## config.mk

```make
export PLATFORM = sky130hd
export DESIGN_NAME = vga_out_stage
export DESIGN_NICKNAME = d
export VERILOG_FILES = /design/src/rtl/vga_out_stage_pkg.sv /design/src/rtl/vga_sync_counter.sv /design/src/rtl/vga_out_stage.sv
export SDC_FILE = /design/constraint.sdc
export NUM_CORES = 1
export LEC_CHECK = 0
export ABC_AREA = 1
export ABC_CLOCK_PERIOD_IN_PS = 2500
export BUFFER_PORTS_ARGS = -buffer_cell sky130_fd_sc_hd__buf_2
export CAP_MARGIN = 20
export CELL_PAD_IN_SITES_DETAIL_PLACEMENT = 1
export CELL_PAD_IN_SITES_GLOBAL_PLACEMENT = 2
export CORE_UTILIZATION = 28
export CTS_BUF_LIST = sky130_fd_sc_hd__clkbuf_4 sky130_fd_sc_hd__clkbuf_8 sky130_fd_sc_hd__clkbuf_16
export DETAILED_ROUTE_END_ITERATION = 12
export PLACE_DENSITY_LB_ADDON = 0.25
export SYNTH_ARGS = -nofsm -noshare
export SYNTH_HDL_FRONTEND = slang
export SYNTH_HIERARCHICAL = 1
export SYNTH_SLANG_ARGS = --single-unit
```

## constraint.sdc

```tcl
create_clock -name clk -period 2.5 [get_ports clk]
set_clock_uncertainty 0.1 [all_clocks]
set_input_delay 0.5 -clock clk [delete_from_list [all_inputs] [get_ports clk]]
set_output_delay 0.5 -clock clk [all_outputs]
set_load 0.1 [all_outputs]
```

## src/rtl/vga_out_stage_pkg.sv

```systemverilog
// Default 640x480@60 timing and the pixel/count types shared by the output stage
// and the layer generators that consume hpos/vpos.
package vga_out_stage_pkg;

  localparam int H_ACTIVE = 640;
  localparam int H_FP     = 16;
  localparam int H_SYNC   = 96;
  localparam int H_BP     = 48;
  localparam int V_ACTIVE = 480;
  localparam int V_FP     = 10;
  localparam int V_SYNC   = 2;
  localparam int V_BP     = 33;

  localparam int H_TOTAL = H_ACTIVE + H_FP + H_SYNC + H_BP;
  localparam int V_TOTAL = V_ACTIVE + V_FP + V_SYNC + V_BP;

  // Asserted level of hsync/vsync; 0 is standard active-low VGA.
  localparam logic SYNC_POL = 1'b0;

  localparam int CNT_W = 10;

  typedef logic [5:0]       rgb222_t;
  typedef logic [CNT_W-1:0] cnt_t;

  function automatic logic in_window(input int value, input int lo, input int len);
    return (value >= lo) && (value < lo + len);
  endfunction

endpackage

```

## src/rtl/vga_sync_counter.sv

```systemverilog
// Beam position counters with combinational sync and active-area decode.
module vga_sync_counter #(
  parameter int H_ACTIVE = vga_out_stage_pkg::H_ACTIVE,
  parameter int H_FP     = vga_out_stage_pkg::H_FP,
  parameter int H_SYNC   = vga_out_stage_pkg::H_SYNC,
  parameter int H_BP     = vga_out_stage_pkg::H_BP,
  parameter int V_ACTIVE = vga_out_stage_pkg::V_ACTIVE,
  parameter int V_FP     = vga_out_stage_pkg::V_FP,
  parameter int V_SYNC   = vga_out_stage_pkg::V_SYNC,
  parameter int V_BP     = vga_out_stage_pkg::V_BP
) (
  input  logic       clk,
  input  logic       rst_n,
  input  logic       pix_ce,
  output logic [9:0] h_cnt,
  output logic [9:0] v_cnt,
  output logic       hs_c,
  output logic       vs_c,
  output logic       active
);
  import vga_out_stage_pkg::*;

  localparam int H_TOTAL = H_ACTIVE + H_FP + H_SYNC + H_BP;
  localparam int V_TOTAL = V_ACTIVE + V_FP + V_SYNC + V_BP;
  localparam cnt_t H_LAST = cnt_t'(H_TOTAL - 1);
  localparam cnt_t V_LAST = cnt_t'(V_TOTAL - 1);

  logic h_wrap;
  logic v_wrap;

  assign h_wrap = (h_cnt == H_LAST);
  assign v_wrap = (v_cnt == V_LAST);

  // The vertical count only moves on the horizontal wrap, so the last pixel
  // of the frame wraps both counters on the same edge.
  always_ff @(posedge clk) begin
    if (!rst_n) begin
      h_cnt <= '0;
      v_cnt <= '0;
    end else if (pix_ce) begin
      if (h_wrap) begin
        h_cnt <= '0;
        v_cnt <= v_wrap ? '0 : v_cnt + 1'b1;
      end else begin
        h_cnt <= h_cnt + 1'b1;
      end
    end
  end

  assign active = (h_cnt < cnt_t'(H_ACTIVE)) && (v_cnt < cnt_t'(V_ACTIVE));
  assign hs_c   = in_window(int'(h_cnt), H_ACTIVE + H_FP, H_SYNC);
  assign vs_c   = in_window(int'(v_cnt), V_ACTIVE + V_FP, V_SYNC);

endmodule

```

## src/rtl/vga_out_stage.sv

```systemverilog
// Final video stage: beam timing, blanking outside the active area, and a single
// output register so pixel and syncs leave the block on the same edge.
module vga_out_stage #(
  parameter int   H_ACTIVE = vga_out_stage_pkg::H_ACTIVE,
  parameter int   H_FP     = vga_out_stage_pkg::H_FP,
  parameter int   H_SYNC   = vga_out_stage_pkg::H_SYNC,
  parameter int   H_BP     = vga_out_stage_pkg::H_BP,
  parameter int   V_ACTIVE = vga_out_stage_pkg::V_ACTIVE,
  parameter int   V_FP     = vga_out_stage_pkg::V_FP,
  parameter int   V_SYNC   = vga_out_stage_pkg::V_SYNC,
  parameter int   V_BP     = vga_out_stage_pkg::V_BP,
  parameter logic SYNC_POL = vga_out_stage_pkg::SYNC_POL
) (
  input  logic       clk,
  input  logic       rst_n,
  input  logic       pix_ce,
  input  logic [5:0] pixel_in,
  output logic [9:0] hpos,
  output logic [9:0] vpos,
  output logic       active,
  output logic [5:0] rgb_out,
  output logic       hsync,
  output logic       vsync,
  output logic       frame_start
);
  import vga_out_stage_pkg::*;

  logic    hs_c;
  logic    vs_c;
  logic    at_origin;
  rgb222_t pix_blanked;

  vga_sync_counter #(
    .H_ACTIVE (H_ACTIVE),
    .H_FP     (H_FP),
    .H_SYNC   (H_SYNC),
    .H_BP     (H_BP),
    .V_ACTIVE (V_ACTIVE),
    .V_FP     (V_FP),
    .V_SYNC   (V_SYNC),
    .V_BP     (V_BP)
  ) u_sync_counter (
    .clk    (clk),
    .rst_n  (rst_n),
    .pix_ce (pix_ce),
    .h_cnt  (hpos),
    .v_cnt  (vpos),
    .hs_c   (hs_c),
    .vs_c   (vs_c),
    .active (active)
  );

  assign pix_blanked = active ? pixel_in : '0;
  assign at_origin   = (hpos == '0) && (vpos == '0);

  // frame_start is a single clk pulse even at reduced pixel rate, so it is
  // reloaded every clk while the video registers only move with pix_ce.
  always_ff @(posedge clk) begin
    if (!rst_n) begin
      rgb_out     <= '0;
      hsync       <= ~SYNC_POL;
      vsync       <= ~SYNC_POL;
      frame_start <= 1'b0;
    end else begin
      frame_start <= pix_ce && at_origin;
      if (pix_ce) begin
        rgb_out <= pix_blanked;
        hsync   <= hs_c ? SYNC_POL : ~SYNC_POL;
        vsync   <= vs_c ? SYNC_POL : ~SYNC_POL;
      end
    end
  end

endmodule
```

# Word-level counts from Yosys, hierarchy flattened
# Cells that the tools add are included.
# classes
n_eq_ne	2
reduce_logical	8
muxes	5
order_cmp	6
n_addsub	2
# ops
cell	count
adder 10 x 1 -> 10 bit (second input constant)	2
equality test 10 bit (second input constant)	2
logical NOT 10 bit	2
less-than comparator 10 bit (second input constant)	2
less-than comparator 10 x 9 -> 1 bit (second input constant)	2
two-way mux 10 bit	2
greater-or-equal comparator 10 bit (second input constant)	1
greater-or-equal comparator 10 x 9 -> 1 bit (second input constant)	1
two-way mux 6 bit	1
logical AND 1 bit	5
two-way mux 1 bit	2
AND reduction 2 bit	1
# word_totals
input_bits	9
register_bits	29
out_inout_bits	30

# Longest topological paths before layout
# logic_depth
ltp_word	3
ltp_mapped	9
depth_no_buf	9

# Hierarchy
# Netlist, hierarchy kept.
# modules_own_cells
module	cells_each	instances	area_per_inst_um2	seq_area_each_um2
vga_sync_counter	179	1	1183.6	400.4
vga_out_stage	54	1	377.9	180.2

# Worst setup path before layout
# OpenSTA, ideal clock, no wires.
# synth_path
path_type	register to register
from	register u_sync_counter.h_cnt[8]
to	register rgb_out[0]
arrival_ns	6.761
path_stages_with_launch	6
period_less_slack_ns	6.944
setup_slack_ns	-4.444
n_path_buf	0
path_cell_list	dfxtp_1 nand2_1 inv_2 a2111oi_0 nand3_1 a21oi_1
# synth_via
elab_chain_cells	3
# synth_lines
item	line_no	rtl
from (decl)	vga_sync_counter.sv:15	output logic [9:0] h_cnt,
from (signal assigned)	vga_sync_counter.sv:45	h_cnt <= h_cnt + 1'b1;
less-than comparator 10 bit	vga_sync_counter.sv:50	assign active = (h_cnt < cnt_t'(H_ACTIVE)) && (v_cnt < cnt_t'(V_ACTIVE));
logical AND 1 bit	vga_sync_counter.sv:50	
via active	vga_out_stage.sv:20	output logic active,
two-way mux 6 bit	vga_out_stage.sv:53	assign pix_blanked = active ? pixel_in : '0;
to (signal assigned)	vga_out_stage.sv:67	rgb_out <= pix_blanked;
to (decl)	vga_out_stage.sv:21	output logic [5:0] rgb_out,
# The timed path passes the listed nets, and every way through them passes these cells.
# A chain may end at the register's enable or synchronous reset.

# Worst setup path in the final report
# layout_path
from	register u_sync_counter.v_cnt[8]
to	output active
# layout_via
elab_chain_cells	2
# layout_lines
item	line_no	rtl
from (decl)	vga_sync_counter.sv:16	output logic [9:0] v_cnt,
from (signal assigned)	vga_sync_counter.sv:43	v_cnt <= v_wrap ? '0 : v_cnt + 1'b1;
less-than comparator 10 x 9 -> 1 bit	vga_sync_counter.sv:50	
logical AND 1 bit	vga_sync_counter.sv:50	
to (decl)	vga_out_stage.sv:20	
# Every way passes these cells.

==> results summary <==
The flow ran to the end, and the final reports show no timing, DRC or antenna violations. The pin count of the biggest net entering global routing is 14. The biggest area contributor in the post-synthesis netlist is dfxtp_1.

The total nets after synthesis is 246. The number of global-route vias before repair is 1565. For this design, the slowest cell found on the critical path is buf_2.

The total buffers and inverters traversed by the critical path is 1. The combined global-route utilization of all metal layers is 0.164. The tree is rooted in a clkbuf_8. The filler cell count in the final layout is 704.

The count of standard-cell rows came out at 26. The worst pin sits at a relative slew slack of 0.669. The power per cell area came out at 518 nW/um^2.

Traced cell by cell, the critical path runs through nand2_1 > nor2_2 > a2111oi_4 > buf_2. The number of instances in the synthesized netlist came out at 233. The slew of the pin with the lowest slew margin came out at 0.500 ns. The sequential cell fraction of total power is 0.465. The maximum vdd drop came out at 0.000173 V. TritonCTS built the clock tree. The wire length per cell came out at 12.7 microns.

The global-route wire length before repair came out at 7580 microns. The HPWL after detailed placement is 3440 microns. In the final timing run, aggregate negative setup slack is 0 ns. In this run the cell area measured after placement is 1870 sq um. Setup repair after global routing left no endpoint under its margin. The count of maximum capacitance violations is 0.

The tightest min-delay check is of the flip-flop to flip-flop type. The largest single stage delay on the critical path is 0.49 ns. The total of hold buffers inserted after clock tree synthesis came out at 0. The starting density of the core is 0.298.

The type of the worst setup path is flip-flop to output port. Wires add up to 4400 microns. The initial detailed-routing violation count is 42. The number of antenna violations at the first check in global routing is 0. The switching power summed over all nets came out at 0.000308 W.

Of the synthesized area, sequential elements account for 0.372. Derived from the worst setup path, the maximum achievable clock frequency is 0.455 GHz. The count of final hold-check violations was 0.

The data required time at the worst endpoint is 1.90 ns. After synthesis the netlist holds a flip-flop and latch count of 29. The die extent in x came out at 76.7 microns. The kind of cell with the highest combined delay along the critical path is buffers and inverters. The post-cts resize count is 0. The relative contribution of combinational cells to total power is 0.142. The total via count in the routed design came out at 1562. STA classifies the critical path endpoint as an output port. The area of the die is 5880 sq um.

The number of antenna-violating nets in the routed design came out at 0. The number of setup buffers added after CTS is 0. The area of the mapped netlist came out at 1560 sq um. Setup violations remaining at the end of the flow were counted as 0. The mean instance size in the synthesized netlist came out at 6.70 sq um.

The fraction of layout cells with a size suffix above 1 is 0.253. The share of the synthesized area in the top cell type is 0.372. The internal portion of total power is 0.000709 W. After clock tree synthesis, the clock-pin slew on the worst setup and hold paths is 0.06 ns. The worst setup path is launched from a flip-flop. CTS saw 29 sinks. Of the total power, the clock network draws 0.393.

The analysis attributes to cell leakage a power of 0.959 nW. 0 antenna diodes ended up in the layout. The count of distinct cell types in the synthesized netlist came out at 29.

The number of warnings reported in the yosys synthesis log came out at 6. For this run, design rule violations remaining after detail routing come to 0. Pin placement for this block handled 39 I/O pins. The synthesis-to-finish area growth is 25.7%. The placer's final routability congestion estimate is 0.777. The overall die height came out at 76.7 microns. The worst-path maximum fanout is 5. The switching power as a share of total power is 0.303. The maximum clock insertion buffer count came out at 2. The H-tree was split into 2 levels. The net count of the finished layout is 289. The total global routing overflow came out at 0. The number of pins exceeding their max-slew limit in the final report came out at 0. The placeable core region is 5240 sq um. Dividing the final minimum period by the clock period gives 0.879. The clock network latency to the later pin of the worst-skew pair came out at 0.28 ns. The detailed-router iteration count before antenna repair is 4.

After routing the design area is 1960 sq um. The number of buffer cells added on primary ports came out at 38. The final critical-path required period is 2.20 ns. The number of clock buffers added by TritonCTS is 5. After detailed routing, the number of vias per cell comes to 4.50. The data arrival time at the worst-slack endpoint came out at 1.60 ns. In the post-synthesis netlist, the biggest area contributors are dfxtp_1 (37%), nand2_1 (14%), nor2_1 (11%).
[power groups by stage]
stage / Combinational, W / Clock [W] / Sequential, W
2_1_floorplan: 0.0000367 / 0 / 0.000563
3_3_place_gp: 0.000145 / 0 / 0.000484
3_5_place_dp: 0.000145 / 0 / 0.000484
4_1_cts: 0.000146 / 0.000415 / 0.000473
5_1_grt: 0.000155 / 0.000436 / 0.000475
6_report: 0.000144 / 0.000400 / 0.000473
[metrics by stage]
step | total power [W] | util | hold slack, ns | setup slack (ns) | instances
after floorplan | 0.000600 | - | 0.536 | 0.000743 | 233
after global placement | 0.000629 | 0.357 | 0.351 | 0.605 | 339
after detailed placement | 0.000629 | 0.357 | 0.355 | 0.595 | 339
after CTS | 0.00103 | 0.375 | 0.365 | 0.275 | 347
after global routing | 0.00106 | 0.375 | 0.381 | 0.198 | 347
final | 0.00102 | 0.375 | 0.363 | 0.303 | 347
[flip-flops by register name, summed over array words and instances (netlist names)]
name	flops
rgb_out	6
u_sync_counter/h_cnt	10
u_sync_counter/v_cnt	10
vsync	1
frame_start	1
hsync	1
[layout make-up]
| cell class | instances | area [sq um] | share of cell area |
|---|---|---|---|
| Inverter | 28 | 105 | 0.0535 |
| Clock buffer | 6 | 82.6 | 0.0421 |
| Multi-Input combinational cell | 173 | 873 | 0.445 |
| Sequential cell | 29 | 608 | 0.310 |
| Clock inverter | 2 | 8.76 | 0.00446 |
| Tap cell | 70 | 87.6 | 0.0446 |
| Timing Repair Buffer | 39 | 198 | 0.101 |
[placed cells by master (no fill, tap or decap), types with 2 or more instances in the layout]
| cell | n |
|---|---|
| nor3_1 | 2 |
| nand3b_1 | 4 |
| nand2_2 | 4 |
| inv_2 | 3 |
| dfxtp_4 | 7 |
| nor2_2 | 2 |
| nand3_2 | 2 |
| nand3_1 | 17 |
| o21ai_1 | 2 |
| nor3b_1 | 2 |
| nor2_1 | 43 |
| a21oi_1 | 17 |
| buf_2 | 38 |
| dfxtp_1 | 21 |
| o21ai_0 | 2 |
| inv_1 | 25 |
| clkbuf_8 | 6 |
| nand2_1 | 59 |
| ha_1 | 4 |
| nand4_1 | 3 |
[cells by family after synthesis]
| kind of cell | count (synthesis) | share of synthesized area |
|---|---|---|
| buffers and inverters | 31 | 0.0841 |
| DFF | 29 | 0.372 |
| adders and majority gates | 4 | 0.0321 |
| AOI/OAI and AO/OA | 24 | 0.0825 |
| xor gates and xnor gates | 2 | 0.0112 |
| and+or+nand+nor | 143 | 0.418 |
[cells in the mapped netlist (all sizes together)]
cell type,count
nor4,1
buf,2
nor3b,3
clkbuf,1
nand2,63
nand3b,4
ha,4
dfxtp,29
nand3,19
a21oi,17
a211oi,1
nand4,4
xnor2,1
nor3,3
nor2,46
inv,28
o21bai,1
a2111oi,1
o21ai,4
xor2,1
[routing by layer]
metal	GRT usage	wire [microns]
met3	0.0369	193
met2	0.263	2000
met4	0.0519	41
met5	0	0
met1	0.218	2170
[worst register-to-register path: cells and delay by family, from the launching register on]
| family | cells | cell delay (ns) |
|---|---|---|
| AND/OR/NAND/NOR | 6 | 0.73 |
| buffers and inverters | 1 | 0.09 |
| adder cells (fa/ha/maj) | 1 | 0.25 |
| flip-flops | 1 | 0.41 |
[path summary, 6_finish.rpt]
kind / start / to / slack (ns) / cells past startpoint
min reg2reg: rgb_out[1] / rgb_out[1] / 0.36 / 2
min: rgb_out[1] / rgb_out[1] / 0.36 / 2
max reg2reg: u_sync_counter/h_cnt[0] / u_sync_counter/v_cnt[7] / 0.82 / 8
max: u_sync_counter/v_cnt[8] / active / 0.30 / 4
No activity file was read; power rests on OpenSTA's default activity.
